## src/rtl/uart_pkg.sv

```systemverilog
`default_nettype none
// ============================================================================
//  Module  : uart_pkg
//  Purpose : Shared types, defaults and helpers for the UART transmit path.
//            - uart_tx_state_t : transmitter FSM state encoding
//            - DEFAULT_*       : default frame timing / payload width
//            - even_parity()   : XOR reduction used for the optional parity bit
//  Rev     : 1.0  initial release
// ============================================================================
package uart_pkg;

    typedef enum logic [2:0] {
        IDLE   = 3'd0,
        START  = 3'd1,
        DATA   = 3'd2,
        PARITY = 3'd3,
        STOP   = 3'd4
    } uart_tx_state_t;

    localparam int DEFAULT_CLKS_PER_BIT = 10;
    localparam int DEFAULT_DATA_BITS    = 8;

    // Widest payload the parity helper accepts; narrower payloads are
    // zero-extended by the caller, which leaves the XOR unchanged.
    localparam int PARITY_MAX_BITS      = 32;

    function automatic logic even_parity(input logic [PARITY_MAX_BITS-1:0] data);
        return ^data;
    endfunction

endpackage
`default_nettype wire

```

## src/rtl/uart_tx_bit_timer.sv

```systemverilog
`default_nettype none
// ============================================================================
//  Module  : uart_tx_bit_timer
//  Purpose : Modulo-COUNT_MAX counter with clear, enable and rollover flag.
//            Used twice by uart_tx: once as the per-bit cycle timer and once
//            as the data-bit index counter.
//  Ports   : clk_i       system clock, rising edge
//            n_rst_i     synchronous active-low reset
//            clr_i       force count to 0 (has priority over en_i)
//            en_i        advance the count by one this cycle
//            rollover_o  high while en_i is set and the count is at its last
//                        value; the count wraps to 0 on that edge
//  Rev     : 1.0  initial release
// ============================================================================
module uart_tx_bit_timer #(
    parameter int COUNT_MAX = 10
) (
    input  logic clk_i,
    input  logic n_rst_i,
    input  logic clr_i,
    input  logic en_i,
    output logic rollover_o
);

    localparam int            c_cw   = (COUNT_MAX > 1) ? $clog2(COUNT_MAX) : 1;
    localparam logic [c_cw-1:0] c_last = c_cw'(COUNT_MAX - 1);

    logic [c_cw-1:0] count_q;
    logic [c_cw-1:0] count_d;
    logic            w_at_last;

    assign w_at_last  = (count_q == c_last);
    assign rollover_o = en_i & w_at_last;

    always_comb begin
        count_d = count_q;
        if (clr_i) begin
            count_d = '0;
        end else if (en_i) begin
            count_d = w_at_last ? '0 : (count_q + c_cw'(1));
        end
    end

    always_ff @(posedge clk_i) begin
        if (!n_rst_i) begin
            count_q <= '0;
        end else begin
            count_q <= count_d;
        end
    end

endmodule
`default_nettype wire

```

## src/rtl/uart_tx.sv

```systemverilog
`default_nettype none
// ============================================================================
//  Module  : uart_tx
//  Purpose : Asynchronous serial transmitter. Frame = 1 start bit (0),
//            DATA_BITS data bits LSB first, optional even parity bit,
//            1 stop bit (1). Every non-idle bit lasts CLKS_PER_BIT cycles.
//  Ports   : clk_i         system clock, rising edge
//            n_rst_i       synchronous active-low reset
//            tx_data_i     payload, captured when tx_start_i is accepted
//            tx_start_i    request strobe, accepted only while idle
//            tx_busy_o     high while a frame is in progress
//            tx_done_o     one-cycle pulse once the stop bit completes
//            serial_out_o  serial line, idle high, registered
//  Config  : UART_TX_PARITY_EN  when defined, an even-parity bit is inserted
//            between the last data bit and the stop bit.
//  Rev     : 1.0  initial release
// ============================================================================
module uart_tx
    import uart_pkg::*;
#(
    parameter int CLKS_PER_BIT = DEFAULT_CLKS_PER_BIT,
    parameter int DATA_BITS    = DEFAULT_DATA_BITS
) (
    input  logic                 clk_i,
    input  logic                 n_rst_i,
    input  logic [DATA_BITS-1:0] tx_data_i,
    input  logic                 tx_start_i,
    output logic                 tx_busy_o,
    output logic                 tx_done_o,
    output logic                 serial_out_o
);

    uart_tx_state_t       state_q,  state_d;
    logic [DATA_BITS-1:0] shreg_q,  shreg_d;
    logic                 serial_q, serial_d;
    logic                 busy_q,   busy_d;
    logic                 done_q,   done_d;

    logic w_bit_tick;   // last cycle of the current bit period
    logic w_last_bit;   // last cycle of the final data bit
    logic w_timer_clr;
    logic w_timer_en;
    logic w_idx_clr;
    logic w_idx_en;

    // The cycle timer free-runs in every non-idle state and sits at 0 in
    // IDLE, so the first bit after acceptance gets its full period.
    assign w_timer_clr = (state_q == IDLE);
    assign w_timer_en  = (state_q != IDLE);

    uart_tx_bit_timer #(
        .COUNT_MAX (CLKS_PER_BIT)
    ) u_bit_timer (
        .clk_i      (clk_i),
        .n_rst_i    (n_rst_i),
        .clr_i      (w_timer_clr),
        .en_i       (w_timer_en),
        .rollover_o (w_bit_tick)
    );

    // The index counter only steps at bit boundaries inside DATA, so its
    // rollover marks the end of the final data bit.
    assign w_idx_clr = (state_q != DATA);
    assign w_idx_en  = (state_q == DATA) & w_bit_tick;

    uart_tx_bit_timer #(
        .COUNT_MAX (DATA_BITS)
    ) u_bit_index (
        .clk_i      (clk_i),
        .n_rst_i    (n_rst_i),
        .clr_i      (w_idx_clr),
        .en_i       (w_idx_en),
        .rollover_o (w_last_bit)
    );

`ifdef UART_TX_PARITY_EN
    // Parity is computed once from the accepted byte, since the shift
    // register has been consumed by the time the parity bit is sent.
    logic parity_q, parity_d;

    always_comb begin
        parity_d = parity_q;
        if ((state_q == IDLE) && tx_start_i) begin
            parity_d = even_parity(PARITY_MAX_BITS'(tx_data_i));
        end
    end

    always_ff @(posedge clk_i) begin
        if (!n_rst_i) begin
            parity_q <= 1'b0;
        end else begin
            parity_q <= parity_d;
        end
    end
`endif

    // Next-state logic. Outputs are decoded from the next state so that the
    // registered line changes on the same edge as the state itself.
    always_comb begin
        state_d = state_q;
        shreg_d = shreg_q;
        done_d  = 1'b0;

        case (state_q)
            IDLE: begin
                if (tx_start_i) begin
                    state_d = START;
                    shreg_d = tx_data_i;
                end
            end
            START: begin
                if (w_bit_tick) begin
                    state_d = DATA;
                end
            end
            DATA: begin
                if (w_bit_tick) begin
                    shreg_d = shreg_q >> 1;
                    if (w_last_bit) begin
`ifdef UART_TX_PARITY_EN
                        state_d = PARITY;
`else
                        state_d = STOP;
`endif
                    end
                end
            end
`ifdef UART_TX_PARITY_EN
            PARITY: begin
                if (w_bit_tick) begin
                    state_d = STOP;
                end
            end
`endif
            STOP: begin
                if (w_bit_tick) begin
                    state_d = IDLE;
                    done_d  = 1'b1;
                end
            end
            default: begin
                state_d = IDLE;
            end
        endcase

        case (state_d)
            START:   serial_d = 1'b0;
            DATA:    serial_d = shreg_d[0];
`ifdef UART_TX_PARITY_EN
            PARITY:  serial_d = parity_q;
`endif
            default: serial_d = 1'b1;
        endcase

        busy_d = (state_d != IDLE);
    end

    always_ff @(posedge clk_i) begin
        if (!n_rst_i) begin
            state_q  <= IDLE;
            shreg_q  <= '0;
            serial_q <= 1'b1;
            busy_q   <= 1'b0;
            done_q   <= 1'b0;
        end else begin
            state_q  <= state_d;
            shreg_q  <= shreg_d;
            serial_q <= serial_d;
            busy_q   <= busy_d;
            done_q   <= done_d;
        end
    end

    assign serial_out_o = serial_q;
    assign tx_busy_o    = busy_q;
    assign tx_done_o    = done_q;

endmodule
`default_nettype wire

```

## config.mk

```make
export PLATFORM = sky130hd
export DESIGN_NAME = uart_tx
export DESIGN_NICKNAME = d
export VERILOG_FILES = /design/src/rtl/uart_pkg.sv /design/src/rtl/uart_tx_bit_timer.sv /design/src/rtl/uart_tx.sv
export SDC_FILE = /design/constraint.sdc
export NUM_CORES = 1
export LEC_CHECK = 0
export CORE_UTILIZATION = 30
export CTS_CLUSTER_DIAMETER = 80
export DETAILED_ROUTE_END_ITERATION = 8
export HOLD_SLACK_MARGIN = 0.02
export SYNTH_ARGS = -nofsm -noshare
export SYNTH_HDL_FRONTEND = slang
export SYNTH_SLANG_ARGS = --single-unit
```

## constraint.sdc

```tcl
create_clock -name clk_i -period 2.1 [get_ports clk_i]
set_clock_uncertainty 0.1 [all_clocks]
set_input_delay 0.42 -clock clk_i [delete_from_list [all_inputs] [get_ports clk_i]]
set_output_delay 0.42 -clock clk_i [all_outputs]
set_load 0.01 [all_outputs]
```

==> results.ini, run 1 <==
[die]
core_um2=2830
die_h_um=57.4
rows=19
initial_core_util_pct=32.6
die-area_um2=3300
die_w_um=57.4
ios=14

[critical_path]
start_kind=flip-flop
cpMaxStageDelayCell=dfxtp_1
crit_chain=nor4bb_1 > buf_4 > a21oi_4 > a221o_1 > o21ai_1 > nand3b_1
endpoint=serial_out_o$_SDFF_PN1_
rr_endpoint=serial_out_o$_SDFF_PN1_
critPathRequiredTime_ns=2.20
rrSetupSlack_ns=0.37
path_max_fanout=8
crit_type=flip-flop to flip-flop
cp_slowest_stage_delay_ns=0.43
worstSetupStartpoint=u_bit_timer.count_q[3]$_SDFFE_PP0N_
cp.arrival_ns=1.83
regToRegStartpoint=u_bit_timer.count_q[3]$_SDFFE_PP0N_
worstSetupEndpointType=flip-flop
worst_r2r_path_depth=6

[clock_tree]
post-cts-setup-buffers=0
clkSinkCount=21
clock-root-buffer=clkbuf_4
cts_max_path_buffers=2
cts_made_buffers=3
path_clk_slew_ns=0.11
insertion_delay_ns=0.30
postCtsHoldBufs=0
cts_tree=yes
htreeDepth=1
cts_resized=0

[cells_and_area]
area_growth_pct=20.9
fillers=271
antenna_cells=0
nNetsFinal=128
fin_util_pct=39.4
drive_gt1_share_pct=10.5

[routing]
route.met3.wl_um=79
routed_wl_um=1740
drtIter0Drc=39
vias=713
drtAntennaViolNets=0
drc=2
routed.top_layer=met4
firstDrtPassIters=6
via_per_inst=4.92
wl_met1_um=866
avgRoutedWirePerCell_um=12.0
route.met2.wl_um=782

[global_routing]
grt_max_degree=12
grt_pass1_wl_um=3130
grt_usage_pct=12.2
antenna_found_initial=0
first_global_vias=726
grt.overflow.total=0

[placed_design]
place.gp.congestion=0.790
dpl.hpwl_um=1280
io_buffers=13

[synth]
yosys_warnings=0
synth-seq-cells=21
syn_avg_cell_area_um2=9.41
syn_area_um2=922
synth.distinct_cells=36
synth.net_count=111
syn_inst=98
ys_seq_area_share_pct=45.6

[timing]
fmax_ghz=0.577
rsz0062_at_grt=false
fin_crit_ns=1.73
period_share_pct=82.6
slew_viol_final=0
finalHoldViolations=0
worst_pin_slew_ns=0.565
fin_setup_tns_ns=0
setup_viol=0
slew_headroom_pct=62.0

[outcome]
violations=DRC
status=finished, violations left

[run]
maxCapViolCount=0

[power]
peakVddDrop_v=0.000239
power_density_nw_per_um2=623
cellLeakagePower_nw=0.386

[hold_path]
hold_class=flip-flop to flip-flop

routing by layer:
metal  global-route usage, %  vias up
li1                        -      380
met2                    20.3       11
met1                    14.8      320
met3                    2.95        2
met5                       0        -
met4                    5.57        0
cell usage after synthesis (all sizes together):
library cell / n / share of area, %
nor2b: 1 / 0.68
xnor2: 1 / 0.95
nor4: 1 / 0.68
buf: 3 / 2.6
and2: 4 / 3.0
nor4b: 1 / 2.6
a32oi: 1 / 0.95
nor3: 1 / 0.54
o31ai: 2 / 1.6
nor2: 6 / 2.4
a21oi: 13 / 8.3
clkbuf: 2 / 0.95
nand2b: 1 / 0.68
nand3: 1 / 0.54
mux2i: 2 / 2.2
a31oi: 1 / 0.68
o21ai: 2 / 1.1
nand2: 15 / 6.1
nor3b: 1 / 2.0
a221o: 1 / 1.1
or4b: 1 / 1.1
ha: 2 / 2.7
a22oi: 7 / 5.7
or3: 1 / 0.68
or3b: 1 / 0.95
nand4b: 1 / 0.95
nor4bb: 1 / 1.1
nand3b: 1 / 0.81
inv: 2 / 0.81
dfxtp: 21 / 46
area by class of cell:
class | instances | area (um2) | area share, %
multi-input combinational | 70 | 462 | 41.4
sequential | 21 | 420 | 37.7
timing repair buffer | 17 | 160 | 14.4
tap | 31 | 38.8 | 3.48
clock buffer | 4 | 26.3 | 2.36
inverter | 2 | 7.51 | 0.673
registers in the layout (all words and copies together) (netlist names):
signal	count
u_bit_timer.count_q	4
u_bit_index.count_q	3
tx_busy_o	1
state_q	3
shreg_q	8
serial_out_o	1
tx_done_o	1
cells in the final DEF (no fill, tap or decap), types with 2 or more instances in the layout:
cell / synthesis / routed
and2_1: 3 / 3
a21oi_1: 12 / 12
ha_1: 2 / 2
inv_1: 2 / 2
a22oi_1: 7 / 7
nand2_1: 15 / 15
mux2i_1: 2 / 2
o31ai_1: 2 / 2
buf_4: 1 / 4
clkdlybuf4s50_1: 0 / 13
clkbuf_4: 0 / 3
nor2_1: 6 / 6
dfxtp_1: 21 / 21
cells by family (layout without fill, tap and decap cells):
group           after synthesis  count (layout)  share of synthesized area, %
fa+ha+maj                     2               2                          2.71
xor+xnor                      1               1                         0.950
simple gates                 38              38                          24.8
compound gates               27              27                          19.4
flops                        21              21                          45.6
mux                           2               2                          2.17
buf+inv                       7              23                          4.34
how the worst min path moves through the flow:
stage | start | end | slack, ns | cells after the start
2_1_floorplan | shreg_q[2]$_SDFFE_PN0P_ | shreg_q[2]$_SDFFE_PN0P_ | 0.34 | 2
3_3_place_gp | shreg_q[3]$_SDFFE_PN0P_ | shreg_q[3]$_SDFFE_PN0P_ | 0.35 | 2
3_5_place_dp | shreg_q[6]$_SDFFE_PN0P_ | shreg_q[6]$_SDFFE_PN0P_ | 0.35 | 2
4_1_cts | shreg_q[6]$_SDFFE_PN0P_ | shreg_q[6]$_SDFFE_PN0P_ | 0.37 | 2
5_1_grt | shreg_q[3]$_SDFFE_PN0P_ | shreg_q[3]$_SDFFE_PN0P_ | 0.38 | 2
6_report | shreg_q[6]$_SDFFE_PN0P_ | shreg_q[6]$_SDFFE_PN0P_ | 0.36 | 2
power by group:
group,internal [mW],total (mW),leakage (nW),switching [mW]
sequential,0.414,0.427,0.171,0.0129
combinational,0.0462,0.0774,0.199,0.0311
clock,0.0739,0.190,0.0150,0.116
worst max-delay path: cells and delay by family, from the launching register on:
family | cells | cell delay [ns]
AOI/OAI and AO/OA | 3 | 0.54
DFF | 1 | 0.43
and+or+nand+nor | 2 | 0.36
buffers and inverters | 1 | 0.21
metrics by stage:
stage / hold WS [ns] / power, mW / cell area [um2] / cells / worst slack [ns]
after global routing: 0.385 / 0.732 / 1110 / 145 / 0.247
after detailed placement: 0.349 / 0.514 / 1090 / 141 / 0.0786
final: 0.363 / 0.695 / 1110 / 145 / 0.366
after CTS: 0.365 / 0.702 / 1110 / 145 / 0.361
after floorplan: 0.336 / 0.476 / 922 / 98 / 0.483
after global placement: 0.347 / 0.512 / 1090 / 141 / 0.100
Note: power is estimated with default switching activity, not from simulation.
==> run 2, diff against run 1 <==
clock period = 1.6 ns   (was 2.1 ns; I/O delays follow)
==> run 2 against run 1 <==
Against the previous run:
- die area is the same
- total power grew 36%
- non-clock buffer count grew 14
- final cell count grew 9.7%
- critical endpoint unchanged
- the run ends with DRC, setup timing left
- final area grew 12%
- sequential share of layout area shrank 3.6 points
- fmax grew 7.6%
- flip-flop and latch count is the same
- register-to-register slack lost 0.38 ns
- highest routed layer unchanged
- clock power grew 41%
==> results.ini, run 2 (synthesis results as in run 1) <==
[cells_and_area]
fin_util_pct=44.3  ; +4.9 points
largest_registers=shreg_q: 8 flops, u_bit_timer.count_q: 4 flops
layout.cells.most_common=buf_4
fin_area_um2=1250  ; +12%
antenna_cells=0  ; unchanged
final_cell_mix=buf_4 (18), dfxtp_1 (16), nand2_1 (15)
area_growth_pct=35.8
drive_gt1_share_pct=27.3  ; +17 points
regMostFlops=shreg_q
largest_register_ffs=8  ; unchanged
fillers=282  ; +4.1%
nNetsFinal=142  ; +11%

[timing]
fin_crit_ns=1.61  ; -0.122 ns
finalHoldViolations=0  ; unchanged
worst_pin_slew_ns=0.541  ; -0.0242 ns
slew_headroom_pct=63.6  ; +1.6 points
slew_viol_final=0  ; unchanged
fmax_ghz=0.621  ; +7.6%
setup_ws_ns=-0.0116  ; -0.378 ns
rsz0062_at_grt=true
hold_ws_ns=0.368  ; +0.00566 ns
period_share_pct=101  ; +18 points
setup_viol=1  ; +1
fin_setup_tns_ns=-0.0116  ; -0.0116 ns

[critical_path]
worstSetupStartpoint=u_bit_timer.count_q[1]$_SDFFE_PP0N_
crit_type=flip-flop to flip-flop
start_kind=flip-flop
rr_endpoint=serial_out_o$_SDFF_PN1_
cp.arrival_ns=1.72  ; -0.11 ns
endpoint=serial_out_o$_SDFF_PN1_
worstSetupEndpointType=flip-flop
crit_chain=nor4bb_4 > buf_4 > a21oi_4 > a221o_1 > o21ai_1 > nand3b_1
cpMaxStageDelayCell=dfxtp_2
path_max_fanout=6  ; -2
rrSetupSlack_ns=-0.01  ; -0.38 ns
critPathRequiredTime_ns=1.71  ; -0.49 ns
worst_r2r_path_depth=6  ; unchanged
cp_slowest_stage_delay_ns=0.36  ; -0.07 ns
regToRegStartpoint=u_bit_timer.count_q[1]$_SDFFE_PP0N_

[power]
power_frac_seq_pct=59.0  ; -2.5 points
power_frac_comb_pct=12.8  ; +1.7 points
internal-power_mw=0.707  ; +32%
switchingPower_mw=0.239  ; +50%
peakVddDrop_v=0.000418  ; +75%
p_clk_share_pct=28.2  ; +0.9 points
p_sw_share_pct=25.3  ; +2.3 points
power_density_nw_per_um2=755  ; +21%
cellLeakagePower_nw=0.490  ; +27%

[routing]
vias=818  ; +15%
drtAntennaViolNets=0  ; unchanged
via_per_inst=5.14  ; +4.6%
avgRoutedWirePerCell_um=12.8  ; +6.4%
drtIter0Drc=34  ; -13%
firstDrtPassIters=6  ; unchanged
drc=2  ; unchanged
routed_wl_um=2030  ; +17%

[clock_tree]
path_clk_slew_ns=0.13  ; +0.02 ns
cts_max_path_buffers=2  ; unchanged
cts_made_buffers=3  ; unchanged
clock-root-buffer=clkbuf_4
htreeDepth=1  ; unchanged
postCtsHoldBufs=0  ; unchanged
insertion_delay_ns=0.31  ; about the same
cts_tree=yes
clkSinkCount=21  ; unchanged

[outcome]
violations=DRC, setup timing
status=finished, violations left

[global_routing]
grt_usage_pct=13.7  ; +1.5 points
antenna_found_initial=0  ; unchanged
grt.overflow.total=0  ; unchanged
grt_max_degree=13  ; +1
first_global_vias=797  ; +9.8%
grt_pass1_wl_um=3490  ; +12%

[run]
maxCapViolCount=0  ; unchanged

[placed_design]
dpl.hpwl_um=1480  ; +16%
io_buffers=13  ; unchanged
placed_area_um2=1180  ; +8.5%
place.gp.congestion=0.807  ; +2.2%

[die]
rows=19  ; unchanged
ios=14  ; unchanged
die-area_um2=3300  ; unchanged
die_h_um=57.4  ; unchanged
die_w_um=57.4  ; unchanged
initial_core_util_pct=32.6  ; unchanged
core_um2=2830  ; unchanged

[hold_path]
min_from=u_bit_index.count_q[1]$_SDFFE_PP0N_
hold_class=flip-flop to flip-flop

[run 2: critical path, delay by kind of cell, from the launching register on]
family	cells	cell delay, ns
AOI/OAI and AO/OA	3	0.50
buffers and inverters	1	0.19
DFF	1	0.36
and+or+nand+nor	2	0.37
[run 2: repair_timing]
item	4_1_cts	5_1_grt
setup endpoints to repair	4	9
pin swaps	1	1
buffers inserted	2	0
resized for setup	4	6
[run 2: worst min path at each step]
stage                                                to  slack [ns]  cells after the start
floorplan                       serial_out_o$_SDFF_PN1_        0.31                      1
global placement                shreg_q[2]$_SDFFE_PN0P_        0.34                      2
detailed placement              shreg_q[4]$_SDFFE_PN0P_        0.35                      2
CTS                             shreg_q[4]$_SDFFE_PN0P_        0.37                      2
global route        u_bit_index.count_q[1]$_SDFFE_PP0N_        0.38                      2
finish              u_bit_index.count_q[1]$_SDFFE_PP0N_        0.37                      2
[run 2: area by class of cell]
cell class                 instances  area, um2  share of cell area [%]
tap                               31       38.8                    3.10
clock inverter                     1       5.00                   0.400
multi-input combinational         70        487                    38.9
sequential                        21        427                    34.1
inverter                           2       7.51                   0.599
timing repair buffer              31        265                    21.2
clock buffer                       3       22.5                    1.80
[run 2: through the flow]
step	power (mW)	std cells	worst slack, ns
3_3_place_gp	0.685	153	-0.252
6_report	0.946	159	-0.0116
4_1_cts	0.951	159	-0.0148
2_1_floorplan	0.625	98	0.000168
3_5_place_dp	0.688	153	-0.302
5_1_grt	0.993	159	-0.113
[run 2: power by group through the flow]
stage                     clock (mW)  combinational, mW  sequential, mW
final                          0.267              0.121           0.558
after global routing           0.301              0.131           0.560
after CTS                      0.275              0.119           0.557
after detailed placement           0              0.120           0.569
after global placement             0              0.117           0.569
after floorplan                    0             0.0584           0.567
[run 2: metal layers]
| metal | up-vias | track usage, % | routed length (um) |
|---|---|---|---|
| met4 | 0 | 7.32 | 27 |
| met5 | - | 0 | 0 |
| met3 | 2 | 2.72 | 111 |
| met2 | 22 | 21.4 | 932 |
| met1 | 383 | 17.7 | 959 |
| li1 | 411 | - | - |
==> run 3, diff against run 2 <==
CORE_MARGIN = 2   (was unset)
==> run 3 against run 2 <==
Against the previous run:
- routed wire length is 8.6% lower
- via count is 0.86% lower
- worst hold slack hardly changed
- sequential share of layout area is 0.31 points higher
- register-to-register slack better by 0.02 ns
- combinational power is 4% lower
- setup slack better by 0.020 ns
- final cell count is 1.9% higher
- clock power is 8.2% lower
- sequential power hardly changed
- critical endpoint unchanged
- die area is 7.1% higher
- the run now ends clean
- flip-flop and latch count stayed put
- critical path type unchanged
==> results.ini, run 3 (synthesis results as in run 1) <==
[die]
rows=20  ; +1
die_w_um=59.4  ; +3.5%
initial_core_util_pct=31.0  ; -1.6 points
die-area_um2=3530  ; +7.1%
core_um2=2980  ; +5.3%
ios=14  ; unchanged
die_h_um=59.4  ; +3.5%

[outcome]
status=complete, no violations

[global_routing]
grt.overflow.total=0  ; unchanged
first_global_vias=777  ; -2.5%
grt_usage_pct=11.6  ; -2.1 points
grt_pass1_wl_um=3140  ; -10%
grt_max_degree=12  ; -1
antenna_found_initial=0  ; unchanged

[clock_tree]
insertion_delay_ns=0.29  ; -0.02 ns
cts_made_buffers=3  ; unchanged
postCtsHoldBufs=0  ; unchanged
cts_tree=yes
clkSinkCount=21  ; unchanged
htreeDepth=1  ; unchanged
clock-root-buffer=clkbuf_4
path_clk_slew_ns=0.11  ; -0.02 ns
cts_max_path_buffers=2  ; unchanged

[timing]
rsz0062_at_grt=true
finalHoldViolations=0  ; unchanged
fmax_ghz=0.628  ; +1.2%
setup_viol=0  ; -1
worst_pin_slew_ns=0.526  ; -0.0148 ns
slew_viol_final=0  ; unchanged
fin_crit_ns=1.59  ; -0.0197 ns
period_share_pct=99.5  ; -1.2 points
hold_ws_ns=0.368  ; -0.000330 ns
slew_headroom_pct=64.6  ; +1.0 points

[critical_path]
crit_type=flip-flop to flip-flop
critPathRequiredTime_ns=1.69  ; -0.02 ns
start_kind=flip-flop
path_max_fanout=7  ; +1
cp.arrival_ns=1.68  ; -0.04 ns
worstSetupEndpointType=flip-flop

[routing]
drc=0  ; -2
avgRoutedWirePerCell_um=11.5  ; -10%
routed_wl_um=1860  ; -8.6%
firstDrtPassIters=4  ; -2
drtAntennaViolNets=0  ; unchanged
drtIter0Drc=42  ; +24%
vias=811  ; -0.86%
via_per_inst=5.01  ; -2.7%

[cells_and_area]
layout.cells.most_common=buf_4
largest_register_ffs=8  ; unchanged
regMostFlops=shreg_q
largest_registers=shreg_q: 8 flops, u_bit_timer.count_q: 4 flops
antenna_cells=0  ; unchanged
fin_area_um2=1240  ; -0.60%
nNetsFinal=143  ; +0.70%
area_growth_pct=35.0
final_cell_mix=buf_4 (19), nand2_1 (15), dfxtp_1 (15)
drive_gt1_share_pct=25.6  ; -1.8 points

[power]
power_density_nw_per_um2=737  ; -2.4%
cellLeakagePower_nw=0.502  ; +2.5%
peakVddDrop_v=0.000475  ; +14%

[hold_path]
hold_class=flip-flop to flip-flop

[placed_design]
dpl.hpwl_um=1380  ; -6.7%
placed_area_um2=1180  ; -0.42%
place.gp.congestion=0.817  ; +1.3%
io_buffers=13  ; unchanged

[run]
maxCapViolCount=0  ; unchanged

## run 3: changes by cell type in the layout (fill, tap and decap cells not counted), sizes merged
| cell | delta |
|---|---|
| dlygate4sd2 | -2 |
| buf | +1 |
| clkinv | -1 |
| clkbuf | +1 |
| dlymetal6s2s | +2 |
## run 3: path summary, 6_finish.rpt
kind | endpoint | from | cells after the start | slack [ns]
max | serial_out_o$_SDFF_PN1_ | u_bit_timer.count_q[2]$_SDFFE_PP0N_ | 6 | 0.008
min | shreg_q[5]$_SDFFE_PN0P_ | shreg_q[5]$_SDFFE_PN0P_ | 2 | 0.37
max reg2reg | serial_out_o$_SDFF_PN1_ | u_bit_timer.count_q[2]$_SDFFE_PP0N_ | 6 | 0.008
min reg2reg | shreg_q[5]$_SDFFE_PN0P_ | shreg_q[5]$_SDFFE_PN0P_ | 2 | 0.37
## run 3: where the power goes
| part | switching, mW | internal (mW) | total (mW) |
|---|---|---|---|
| clock | 0.148 | 0.0969 | 0.245 |
| combinational | 0.0470 | 0.0692 | 0.116 |
| sequential | 0.0128 | 0.544 | 0.557 |
## run 3: stage by stage
stage	power, mW	utilization [%]	worst slack [ns]	setup TNS (ns)	std cells
after floorplan	0.625	-	0.000168	0	98
final	0.918	41.8	0.00808	0	162
after global placement	0.686	39.5	-0.264	-1.97	154
after detailed placement	0.687	39.5	-0.280	-2.15	154
after CTS	0.938	41.2	-0.00477	-0.00477	161
after global routing	0.977	41.8	-0.0684	-0.0684	162
## run 3: final cells by class
type / count / area, um2
Clock buffer: 4 / 26.3
Fill cell: 293 / 1730
Inverter: 2 / 7.51
Multi-Input combinational cell: 70 / 462
Sequential cell: 21 / 428
Tap cell: 33 / 41.3
Timing Repair Buffer: 32 / 280
## run 3: per-layer routing
metal | share of wire, % | vias up | GRT usage, %
met1 | 45 | 384 | 13.1
li1 | - | 417 | -
met4 | 0 | 0 | 2.60
met2 | 52 | 10 | 20.6
met3 | 3.0 | 0 | 4.15
met5 | 0 | - | 0
## run 3: what timing repair did
item	4_1_cts	5_1_grt
resized for setup	1	6
setup endpoints to repair	1	7
pin swaps	1	0
setup buffers	3	1
## run 3: worst max-delay path: stages (launching register included)
cell	delay (ns)
dfxtp_2	0.34
nor4bb_1	0.27
buf_4	0.20
a21oi_4	0.06
a221o_1	0.32
o21ai_1	0.12
nand3b_1	0.08
